`config.mk`:
```
export PLATFORM = sky130hd
export DESIGN_NAME = chopper_ref_gen
export DESIGN_NICKNAME = d
export VERILOG_FILES = /design/src/rtl/chopper_ref_gen_pkg.sv /design/src/rtl/chopper_period_cnt.sv /design/src/rtl/chopper_ref_gen.sv
export SDC_FILE = /design/constraint.sdc
export NUM_CORES = 1
export LEC_CHECK = 0
export CAP_MARGIN = 20
export CELL_PAD_IN_SITES_DETAIL_PLACEMENT = 1
export CELL_PAD_IN_SITES_GLOBAL_PLACEMENT = 2
export CORE_ASPECT_RATIO = 0.9
export CORE_MARGIN = 8
export CORE_UTILIZATION = 42
export DETAILED_ROUTE_END_ITERATION = 8
export PLACE_DENSITY = 0.9
export SYNTH_ARGS = -nofsm -noshare
export SYNTH_HDL_FRONTEND = slang
export SYNTH_HIERARCHICAL = 1
export SYNTH_SLANG_ARGS = --single-unit
```
`constraint.sdc`:
```
create_clock -name clk_in -period 11.05 [get_ports clk_in]
set_input_delay 3.315 -clock clk_in [delete_from_list [all_inputs] [get_ports clk_in]]
set_output_delay 3.315 -clock clk_in [all_outputs]
set_load 0.05 [all_outputs]
```
`src/rtl/chopper_ref_gen_pkg.sv`:
```
// Shared types and constants for the chopper reference generator.
package chopper_ref_gen_pkg;

  // Default width of the period and phase counters.
  localparam int unsigned CNT_W_DEFAULT = 16;

  typedef enum logic [1:0] {
    StIdle    = 2'd0,
    StDelay   = 2'd1,
    StRunHigh = 2'd2,
    StRunLow  = 2'd3
  } state_e;

endpackage

```
`src/rtl/chopper_period_cnt.sv`:
```
// Loadable up-counter with a terminal-count flag. Clears to zero, counts up to
// i_term and holds there, so it can never wrap.
module chopper_period_cnt #(
  parameter int unsigned CNT_W = 16
) (
  input  logic             clk_in,
  input  logic             rst_n_in,
  input  logic             i_clr,
  input  logic             i_inc,
  input  logic [CNT_W-1:0] i_term,
  output logic [CNT_W-1:0] o_cnt,
  output logic             o_tc
);

  localparam logic [CNT_W-1:0] CntOne = {{(CNT_W-1){1'b0}}, 1'b1};

  logic [CNT_W-1:0] r_cnt;

  // Count register: clear has priority, increment saturates at the terminal value.
  always_ff @(posedge clk_in or negedge rst_n_in) begin
    if (!rst_n_in) begin
      r_cnt <= '0;
    end else if (i_clr) begin
      r_cnt <= '0;
    end else if (i_inc && (r_cnt != i_term)) begin
      r_cnt <= r_cnt + CntOne;
    end
  end

  assign o_cnt = r_cnt;
  assign o_tc  = (r_cnt == i_term);

endmodule

```
`src/rtl/chopper_ref_gen.sv`:
```
// Square-wave reference generator for a synchronous chopper.
// Optional quadrature output is built only when CHOPPER_QUAD_EN is defined;
// otherwise chopper_q is tied low.
// All outputs are registered from the current state, so they trail the state
// register by one cycle.
module chopper_ref_gen
  import chopper_ref_gen_pkg::*;
#(
  parameter int unsigned CNT_W = CNT_W_DEFAULT
) (
  input  logic             clk_in,
  input  logic             rst_n_in,
  input  logic             enable,
  input  logic [CNT_W-1:0] half_period,
  input  logic [CNT_W-1:0] phase_offset,
  input  logic             load,
  output logic             cfg_ack,
  output logic             chopper_sig,
  output logic             chopper_q,
  output logic             cycle_strobe,
  output logic             active
);

  localparam logic [CNT_W-1:0] CntOne = {{(CNT_W-1){1'b0}}, 1'b1};

  state_e           r_state;
  logic [CNT_W-1:0] r_shadow_n;
  logic [CNT_W-1:0] r_shadow_p;
  logic [CNT_W-1:0] r_n;
  logic [CNT_W-1:0] r_p;
  logic             r_pend;
  logic             r_stop;
  logic             r_sig;
  logic             r_strobe;
  logic             r_active;
  logic             r_ack;

  logic [CNT_W-1:0] w_ne_m1;
  logic [CNT_W-1:0] w_pe_m1;
  logic [CNT_W-1:0] w_cfg_n;
  logic [CNT_W-1:0] w_cfg_p;
  logic [CNT_W-1:0] w_h_cnt;
  logic [CNT_W-1:0] w_d_cnt;
  logic             w_run;
  logic             w_h_clr;
  logic             w_h_inc;
  logic             w_h_tc;
  logic             w_d_clr;
  logic             w_d_inc;
  logic             w_d_tc;
  logic             w_stop_nxt;
  logic             w_boundary;
  logic             w_apply;

  // Terminal values, counter controls and config hand-over decision.
  always_comb begin
    w_run   = (r_state == StRunHigh) || (r_state == StRunLow);
    // N = 0 behaves as N = 1.
    w_ne_m1 = (r_n == '0) ? '0 : (r_n - CntOne);
    // Only used in DELAY, where P is known to be non-zero.
    w_pe_m1 = r_p - CntOne;
    w_h_clr = !w_run || w_h_tc;
    w_h_inc = w_run && !w_h_tc;
    w_d_clr = (r_state != StDelay) || w_d_tc;
    w_d_inc = (r_state == StDelay) && !w_d_tc;
    // Stop request follows enable while running; re-asserting enable cancels it.
    w_stop_nxt = r_stop;
    if (w_run) begin
      w_stop_nxt = !enable;
    end else begin
      w_stop_nxt = 1'b0;
    end
    w_boundary = (r_state == StRunLow) && w_h_tc && !w_stop_nxt;
    // New config only lands between periods, never mid half-period.
    w_apply    = r_pend && ((r_state == StIdle) || w_boundary);
    w_cfg_n    = w_apply ? r_shadow_n : r_n;
    w_cfg_p    = w_apply ? r_shadow_p : r_p;
  end

  chopper_period_cnt #(
    .CNT_W (CNT_W)
  ) u_half_cnt (
    .clk_in   (clk_in),
    .rst_n_in (rst_n_in),
    .i_clr    (w_h_clr),
    .i_inc    (w_h_inc),
    .i_term   (w_ne_m1),
    .o_cnt    (w_h_cnt),
    .o_tc     (w_h_tc)
  );

  chopper_period_cnt #(
    .CNT_W (CNT_W)
  ) u_delay_cnt (
    .clk_in   (clk_in),
    .rst_n_in (rst_n_in),
    .i_clr    (w_d_clr),
    .i_inc    (w_d_inc),
    .i_term   (w_pe_m1),
    .o_cnt    (w_d_cnt),
    .o_tc     (w_d_tc)
  );

  // The delay count value itself is not needed, only its terminal flag.
  logic w_unused_d_cnt;
  assign w_unused_d_cnt = ^w_d_cnt;

`ifdef CHOPPER_QUAD_EN
  logic             r_q;
  logic [CNT_W-1:0] w_q_dly;
  // floor(Ne/2); N = 0 and N = 1 both give zero lag.
  assign w_q_dly = r_n >> 1;
`else
  logic w_unused_h_cnt;
  assign w_unused_h_cnt = ^w_h_cnt;
`endif

  // Main FSM with config shadowing, stop handling and registered outputs.
  always_ff @(posedge clk_in or negedge rst_n_in) begin
    if (!rst_n_in) begin
      r_state    <= StIdle;
      r_shadow_n <= '0;
      r_shadow_p <= '0;
      r_n        <= '0;
      r_p        <= '0;
      r_pend     <= 1'b0;
      r_stop     <= 1'b0;
      r_sig      <= 1'b0;
      r_strobe   <= 1'b0;
      r_active   <= 1'b0;
      r_ack      <= 1'b0;
`ifdef CHOPPER_QUAD_EN
      r_q        <= 1'b0;
`endif
    end else begin
      if (load) begin
        r_shadow_n <= half_period;
        r_shadow_p <= phase_offset;
      end
      // A load coinciding with an apply stays pending for the next boundary.
      r_pend   <= load || (r_pend && !w_apply);
      r_n      <= w_cfg_n;
      r_p      <= w_cfg_p;
      r_stop   <= w_stop_nxt;
      r_ack    <= w_apply;
      r_sig    <= (r_state == StRunHigh);
      r_strobe <= (r_state == StRunLow) && w_h_tc;
      r_active <= (r_state != StIdle);
`ifdef CHOPPER_QUAD_EN
      // Position t in the period: high half t = cnt, low half t = Ne + cnt.
      r_q      <= ((r_state == StRunHigh) && (w_h_cnt >= w_q_dly)) ||
                  ((r_state == StRunLow) && (w_h_cnt < w_q_dly));
`endif
      case (r_state)
        StIdle: begin
          if (enable) begin
            r_state <= (w_cfg_p != '0) ? StDelay : StRunHigh;
          end
        end
        StDelay: begin
          if (!enable) begin
            r_state <= StIdle;
          end else if (w_d_tc) begin
            r_state <= StRunHigh;
          end
        end
        StRunHigh: begin
          if (w_h_tc) begin
            r_state <= StRunLow;
          end
        end
        StRunLow: begin
          if (w_h_tc) begin
            r_state <= w_stop_nxt ? StIdle : StRunHigh;
          end
        end
        default: r_state <= StIdle;
      endcase
    end
  end

  assign chopper_sig  = r_sig;
  assign cycle_strobe = r_strobe;
  assign active       = r_active;
  assign cfg_ack      = r_ack;
`ifdef CHOPPER_QUAD_EN
  assign chopper_q    = r_q;
`else
  assign chopper_q    = 1'b0;
`endif

endmodule

```
==> qor.yml <==
status: "finished, final reports clean"
final_cells: 721
whs_path_depth: 1
grt_pass1_vias: 4320
powerDensity_mw_per_mm2: 146.6
die_h_um: 125.2
rsz0062_at_grt: "false"
p_total_mw: 0.9379
tns_ns: 0
cp_max_fo: 29
seq_area_sq_mm: 0.002577
clock-sinks: 103
final_core_util: 0.4859
cts_setup_buffers: 0
rows: 40
min_period_ns: 5.103
peakVddDrop_mv: 0.09501
antenna_cells: 0
r2r-start: "r_n[4]"
crit_family: "simple AND/OR/NAND/NOR gates"
wl_per_cell_um: 17.30
crit_chain: "nor4_2, nand2_1, nor3b_1, mux2_2, xnor2_1, nand4_1, nor4_4, buf_4, nand2b_1, inv_1, nand4_1, nor2_1, and4b_1, mux2_2"
start_util: 0.4230
end_kind: "register"
place_inst: 705
htreeDepth: 3
clkLatencyLatePin_ns: 0.35
dp_hpwl_mm: 9.106
io_buffer_count: 39
clock.fmax_mhz: 195.9
synth_edf_count: 0
start_kind: "register"
synth_area_sq_mm: 0.005568
synth.ff_latch_count: 103
hold_viol: 0
hold_start: "r_shadow_n[0]"
ys_warn_count: 6
root_buffer: "clkbuf_16"
multi_input_area_sq_mm: 0.002833
ant_nets: 0
die_w_um: 137.4
final_nets: 589
dr_wl_met3_um: 273
vias_per_cell: 5.401
grt_max_degree: 75
max_slew.worst_pin.slew_ns: 1.044
num_io_pins: 41
vias: 3894
grt_pass1_wl_mm: 21.73
synth_nets: 553
cp.buffers_inverters: 2
met2_length_mm: 5.762
drt_iter0_drc: 175
required_ns: 11.29
synthesis.instances: 512
arrival_ns: 5.34
cpPeakStageDelay_ns: 0.84
postCtsResizedCells: 0
drive_above_1_share: 0.2116
max_cap_viol_count: 0
cts_tree: "done"
clock_skew_ns: 0.01003
slew_viol_final: 0
fillers: 1413
period_share: 0.4618
reg2reg_slack_ns: 5.95
synthFlopType: "dfrtp_1"
core_area_sq_mm: 0.01316
yosysSeqAreaShare: 0.4629
reg2reg_depth: 14
slowest_stage: "nor4_2"
ctsHoldBuffers: 0
r2r-end: "u_half_cnt/o_cnt[15]"
clkTransAtPathRegs_ns: 0.08
synthDistinctLibCells: 46
dieArea_sq_mm: 0.01720
min_to: "r_shadow_n[0]"
gr-usage-all-layers: 0.1553
avgSynthCellArea_sq_um: 10.87
hold_class: "register to register"
relSlewSlack: 0.3011
final-setup-viol-count: 0
grt_overflow_total: 0
clk_path_buf_depth: 2
drc: 0
criticalPathCategory: "register to register"
top_layer_used: "met4"
wl_mm: 12.48
power_leakage_nw: 2.538
first_pass_iters: 4
startpoint: "r_n[4]"
gp_congestion: 0.8224
synthArstFlopShare: 1.000
antenna_found_initial: 0
cts_buffers: 9
m1WireLength_mm: 6.205
area_delta_synth_final_pct: 14.88
[cells in the mapped netlist (2+ instances only)]
| master | n | area [sq um] |
|---|---|---|
| nor4b_1 | 4 | 35.03 |
| a21o_1 | 2 | 15.01 |
| mux2i_1 | 2 | 20.02 |
| inv_1 | 16 | 60.06 |
| or4_4 | 2 | 22.52 |
| nor4_4 | 2 | 42.54 |
| nor3_1 | 7 | 35.03 |
| ha_1 | 5 | 62.56 |
| dfrtp_1 | 103 | 2577 |
| o31ai_1 | 5 | 37.54 |
| nand2b_1 | 3 | 18.77 |
| or3_1 | 9 | 56.30 |
| nand3_1 | 12 | 60.06 |
| mux2_2 | 83 | 934.7 |
| nor4_1 | 16 | 100.1 |
| nor3b_1 | 4 | 30.03 |
| o21ba_2 | 3 | 30.03 |
| nand4b_1 | 2 | 17.52 |
| nand2_1 | 21 | 78.83 |
| xor2_1 | 15 | 131.4 |
| nor2b_1 | 13 | 81.33 |
| clkbuf_1 | 10 | 37.54 |
| o31a_1 | 3 | 26.28 |
| and4b_1 | 2 | 20.02 |
| nand3b_1 | 4 | 30.03 |
| or4_1 | 6 | 45.04 |
| buf_2 | 3 | 15.01 |
| nor2_1 | 54 | 202.7 |
| nand4_1 | 15 | 93.84 |
| and3b_1 | 3 | 26.28 |
| o21ai_0 | 10 | 50.05 |
| buf_6 | 4 | 45.04 |
| xnor2_1 | 38 | 332.8 |
| and3_1 | 2 | 12.51 |
| a21oi_1 | 18 | 90.09 |
[flip-flops by register name, indices dropped and copies added, names as in the netlist, named ones only]
register           cells
cfg_ack                1
r_p                   16
chopper_sig            1
active                 1
u_half_cnt/o_cnt      16
r_pend                 1
u_delay_cnt/o_cnt     16
r_shadow_n            16
r_n                   16
cycle_strobe           1
r_state                1
r_shadow_p            16
[placed cells by master, fill, tap and decap left out, types with 4 or more instances in the layout]
cell type,netlist,final
dfrtp_1,103,103
a21oi_1,18,18
nand3b_1,4,4
or4_1,6,6
clkbuf_16,0,9
nor4b_1,4,4
nor2_1,54,54
nor2b_1,13,13
mux2_2,83,83
o31ai_1,5,5
clkdlybuf4s50_1,0,38
nand4_1,15,15
or3_1,9,9
nor3_1,7,7
nor4_1,16,16
nand2_1,21,21
inv_1,16,16
nand3_1,12,12
o21ai_0,10,10
nor3b_1,4,4
buf_4,1,6
xnor2_1,38,38
xor2_1,15,15
ha_1,5,5
[per-stage QoR]
stage	worst slack, ns	hold slack (ns)	area (sq um)
2_1_floorplan	6.455	0.4767	5568
3_3_place_gp	5.666	0.4868	6106
3_5_place_dp	5.611	0.4969	6106
4_1_cts	5.943	0.5164	6396
5_1_grt	5.528	0.5335	6396
6_report	5.947	0.5108	6396
[area by class of cell]
class / instances / share of cell area
Multi-Input combinational cell: 374 / 0.4429
Sequential cell: 103 / 0.4030
Timing Repair Buffer: 44 / 0.06651
Clock buffer: 10 / 0.03736
Tap cell: 168 / 0.03286
Inverter: 16 / 0.009390
Clock inverter: 6 / 0.008020
[layer usage]
metal / vias to the layer above / track usage
li1: 1885 / -
met1: 1949 / 0.2190
met2: 44 / 0.2326
met3: 16 / 0.02202
met4: 0 / 0.06450
met5: - / 0
[kinds of logic (layout without fill, tap and decap cells)]
family / Yosys count / count (layout) / share of synthesized area
DFF: 103 / 103 / 0.4629
muxes: 85 / 85 / 0.1715
and+or+nand+nor: 185 / 185 / 0.1883
adders and majority gates: 5 / 5 / 0.01124
xor gates and xnor gates: 54 / 54 / 0.08629
other: 1 / 1 / 0.0006735
AOI/OAI and AO/OA: 44 / 44 / 0.04877
buffers and inverters: 35 / 76 / 0.03034
[where the power goes]
| part | internal [mW] | switching, mW |
|---|---|---|
| Combinational | 0.0923 | 0.0775 |
| Clock | 0.162 | 0.145 |
| Sequential | 0.415 | 0.0460 |
[worst max path at each step]
| stage | cells after the start | slack, ns | endpoint |
|---|---|---|---|
| after floorplan | 4 | 6.46 | r_n[0] |
| after global placement | 4 | 5.67 | r_n[4] |
| after detailed placement | 5 | 5.61 | r_state[0] |
| after CTS | 14 | 5.94 | u_half_cnt/o_cnt[15] |
| after global routing | 14 | 5.53 | u_half_cnt/o_cnt[11] |
| final | 14 | 5.95 | u_half_cnt/o_cnt[15] |
Note: power is estimated with default switching activity, not from simulation.
==> patch 1, RTL diff (same settings) <==
Add a define of `CHOPPER_QUAD_EN`.
--- a/src/rtl/chopper_ref_gen.sv
+++ b/src/rtl/chopper_ref_gen.sv
@@ -3,6 +3,8 @@
 // otherwise chopper_q is tied low.
 // All outputs are registered from the current state, so they trail the state
 // register by one cycle.
+`define CHOPPER_QUAD_EN
+
 module chopper_ref_gen
   import chopper_ref_gen_pkg::*;
 #(
Behaviour: not the same (a bounded check fails within 4 cycles, from zero or initial values and one cycle with rst_n_in low).
==> patch 1 against the original RTL <==
Synthesized cell count rose by 10%; global-route usage rose by 1.2 points; cell area rose by 6.5%; setup slack got worse by 0.15 ns; clock skew fell by 0.0026 ns; via count rose by 11%; highest routed layer unchanged; largest cell class unchanged; sequential share of layout area fell by 2.1 points; synthesized area rose by 6.9%; critical path depth did not move; routed wire length rose by 15%; sequential cell count rose by 1.
Power is not compared: it rests on default switching activity, and its combinational part moved more than twofold at a synthesized area within 25%.
==> patch 1: results (changes against the original RTL) <==
nMultiInputCombCells: 412  # +10%
multi_input_area_um2: 3130  # +11%
place.port_buffers: 40  # +2.6%
cts_sinks: 104  # +0.97%
setup.worst_path.start: "r_n[8]$_DFFE_PN0N_"
finalClockSkew_ns: 0.00743  # -0.00260 ns
status: "completed"
place_congestion: 0.805  # -2.1%
synth_nets: 621  # +12%
inv_count: 31  # +15
nFillCells: 1565  # +11%
vias: 4316  # +11%
path_clk_slew_ns: 0.07
grt_pass1_wl_mm: 24.4  # +12%
hold_slack_ns: 0.506  # -0.00434 ns
rrSetupSlack_ns: 5.79  # -0.15 ns
grt_usage_pct: 16.7  # +1.2 points
area_share_nonclk_buffers_pct: 6.45  # -0.20 points
clkCellAreaFrac_pct: 4.10  # -0.44 points
crit_arrival_ns: 5.48  # +0.14 ns
ys_seq_area_share_pct: 43.7  # -2.6 points
cp_slowest_cell: "nand2b_1"
cp_slowest_stage_delay_ns: 0.79  # -0.05 ns
dpl_worst_slack_ns: 5.72  # +0.110 ns
seq_power_uw: 583
first_global_vias: 4746  # +9.9%
layout-drive-gt1-share_pct: 18.8  # -2.4 points
cp_max_fo: 28  # -3.4%
nNonClkBuffers: 45  # +2.3%
relSlewSlack_pct: 35.4  # +5.3 points
hp-class: "flip-flop to flip-flop"
fin_nets: 659  # +12%
period_needed_ns: 5.26  # +0.153 ns
post-dp-hpwl_mm: 10.6  # +17%
synth_common_cells: "dfrtp_1, mux2_2, nor2_1"
wl_per_cell_um: 17.9  # +3.6%
synthTopCellsByArea: "dfrtp_1, mux2_2, xnor2_1"
grt_max_degree: 74  # -1.3%
cts_max_level: 3  # unchanged
drt_iter0_markers: 353  # +100%
## patch 1: how the worst min path moves through the flow
stage,to,startpoint
after floorplan,r_n[0]$_DFFE_PN0N_,r_shadow_n[0]$_DFFE_PN0P_
after global placement,r_n[11]$_DFFE_PN0N_,r_shadow_n[11]$_DFFE_PN0P_
after detailed placement,r_n[8]$_DFFE_PN0N_,r_shadow_n[8]$_DFFE_PN0P_
after CTS,r_shadow_n[0]$_DFFE_PN0P_,r_shadow_n[0]$_DFFE_PN0P_
after global routing,r_shadow_n[7]$_DFFE_PN0P_,r_shadow_n[7]$_DFFE_PN0P_
final,r_shadow_n[7]$_DFFE_PN0P_,r_shadow_n[7]$_DFFE_PN0P_
## patch 1: stage by stage
stage | utilization (%) | cells | instance area [µm²]
6_report | 48.8 | 800 | 6810
5_1_grt | 48.8 | 800 | 6810
4_1_cts | 48.7 | 799 | 6800
3_5_place_dp | 46.7 | 784 | 6520
3_3_place_gp | 46.7 | 784 | 6520
2_1_floorplan | - | 565 | 5950
## patch 1: cell families (layout without fill, tap and decap cells)
family	after synthesis	count (layout)	share of synthesized area, %
compound gates	53	53	5.57
xor+xnor	56	56	8.24
buf+inv	49	91	3.72
mux	85	85	16.1
fa+ha+maj	20	20	4.20
simple gates	198	198	18.5
flops	104	104	43.7
## patch 1: critical path: cells and delay by family, from the launching register on
kind          cells  cell delay [ns]
flops             1             0.46
xor+xnor          1             0.20
mux               1             0.27
buf+inv           2             0.59
simple gates     10             3.62
## patch 1: routing by layer
layer	up-vias	wire (µm)	GRT usage, %
met1	2180	7040	22.8
met4	0	199	6.06
met2	50	6780	26.9
met5	-	0	0
li1	2072	-	-
met3	14	326	2.15
==> patch 2, RTL diff (config.mk and constraints unchanged) <==
Without the edit above. `r_n` and `r_p` no longer have a reset.
--- a/src/rtl/chopper_ref_gen.sv
+++ b/src/rtl/chopper_ref_gen.sv
@@ -121,8 +121,6 @@
       r_state    <= StIdle;
       r_shadow_n <= '0;
       r_shadow_p <= '0;
-      r_n        <= '0;
-      r_p        <= '0;
       r_pend     <= 1'b0;
       r_stop     <= 1'b0;
       r_sig      <= 1'b0;
@@ -139,8 +137,6 @@
       end
       // A load coinciding with an apply stays pending for the next boundary.
       r_pend   <= load || (r_pend && !w_apply);
-      r_n      <= w_cfg_n;
-      r_p      <= w_cfg_p;
       r_stop   <= w_stop_nxt;
       r_ack    <= w_apply;
       r_sig    <= (r_state == StRunHigh);
@@ -179,6 +175,11 @@
     end
   end
 
+  always_ff @(posedge clk_in) begin
+    r_n <= w_cfg_n;
+    r_p <= w_cfg_p;
+  end
+
   assign chopper_sig  = r_sig;
   assign cycle_strobe = r_strobe;
   assign active       = r_active;
Function: differs if rst_n_in is asserted again (counterexample within 10 cycles, from zero or initial values and one cycle with rst_n_in low); with rst_n_in held inactive, the same outputs for 10 cycles.
==> patch 2 against the original RTL <==
Sequential cell count is the same; global-route usage is 0.39 points higher; via count is 2.4% lower; routed wire length fell by 1.6%; utilization up 0.69 points; cell area fell by 3.0%; total power fell by 6.3%; critical path depth is the same; clock power increased by 1%; synthesized area shrank 3.4%; setup slack better by 0.069 ns; largest power group unchanged.
==> patch 2: results (changes against the original RTL) <==
met1_length_mm: 5.83  # -6.0%
hold_end: "r_n[5]$_DFFE_PN_"
grt_usage_pct: 15.9  # +0.39 points
place_congestion: 0.781  # -5.0%
grt_pass1_wl_mm: 21.2  # -2.5%
setup.worst_path.start: "r_n[8]$_DFFE_PN_"
finalClockSkew_ns: 0.00809  # -0.00194 ns
first_global_vias: 4204  # -2.7%
ys_types: 48  # +4.3%
synth_nets: 535  # -3.3%
fin_nets: 574  # -2.5%
routed-wl-met2_mm: 5.83  # +1.2%
holdCritStartpoint: "r_shadow_n[5]$_DFFE_PN0P_"
synthArstFlopShare_pct: 68.9  # -31 points
period_share_pct: 45.6  # -0.63 points
use_met3_pct: 4.31  # +2.1 points
nNonClkBuffers: 45  # +2.3%
area_share_nonclk_buffers_pct: 6.94  # +0.29 points
post_dp_cell_area_um2: 5910  # -3.1%
worst_slew_pin_slew_ns: 0.957  # -0.0878 ns
vias_per_cell: 5.41  # +0.25%
p_leak_nw: 2.39  # -6.0%
holdPathStages: 0  # -1
rrSetupSlack_ns: 6.02  # +0.07 ns
wl_met3_um: 459  # +68%
ir_worst_vdd_mv: 0.0879  # -7.5%
die_x_um: 135  # -1.5%
ys_seq_area_share_pct: 47.9  # +1.6 points
clkCellAreaFrac_pct: 4.68  # +0.14 points
synth_common_cells: "dfrtp_1, mux2_2, nor2_1"
nFillCells: 1356  # -4.0%
hold_slack_ns: 0.452  # -0.0588 ns
drt_wl_total_mm: 12.3  # -1.6%
grt_max_degree: 72  # -4.0%
synthTopCellsByArea: "dfrtp_1, mux2_2, edfxtp_1"
drt_iter0_markers: 227  # +30%
layout-drive-gt1-share_pct: 18.6  # -2.6 points
dpl_worst_slack_ns: 5.83  # +0.215 ns
met1_usage_pct: 20.1  # -1.8 points
post-dp-hpwl_mm: 8.90  # -2.3%
cp_slowest_stage_delay_ns: 0.66  # -0.18 ns
grt_use_met2_pct: 26.3  # +3.0 points
p_sw_uw: 239  # -11%
status: "completed"
cp_slowest_cell: "nor4_1"
## patch 2: through the flow
stage | util [%] | std cells
2_1_floorplan | - | 494
3_3_place_gp | 47.0 | 686
3_5_place_dp | 47.0 | 686
4_1_cts | 49.3 | 702
5_1_grt | 49.3 | 702
6_report | 49.3 | 702
## patch 2: kinds of logic (layout without fill, tap and decap cells)
family                   Yosys count  after routing  synth area share (%)
XOR/XNOR                          54             54                  8.93
buffers and inverters             33             77                  3.00
other                              1              1                0.0697
flip-flops                       103            103                  47.9
adder cells (fa/ha/maj)            5              5                  1.16
AO/OA/AOI/OAI                     44             44                  5.05
multiplexers                      69             69                  14.4
AND/OR/NAND/NOR                  185            185                  19.5
## patch 2: power groups by stage
stage	combinational, mW	sequential (mW)	clock, mW
3_5_place_dp	0.119	0.457	0
4_1_cts	0.120	0.450	0.322
6_report	0.119	0.449	0.311
2_1_floorplan	0.0839	0.447	0
3_3_place_gp	0.114	0.454	0
5_1_grt	0.131	0.454	0.336
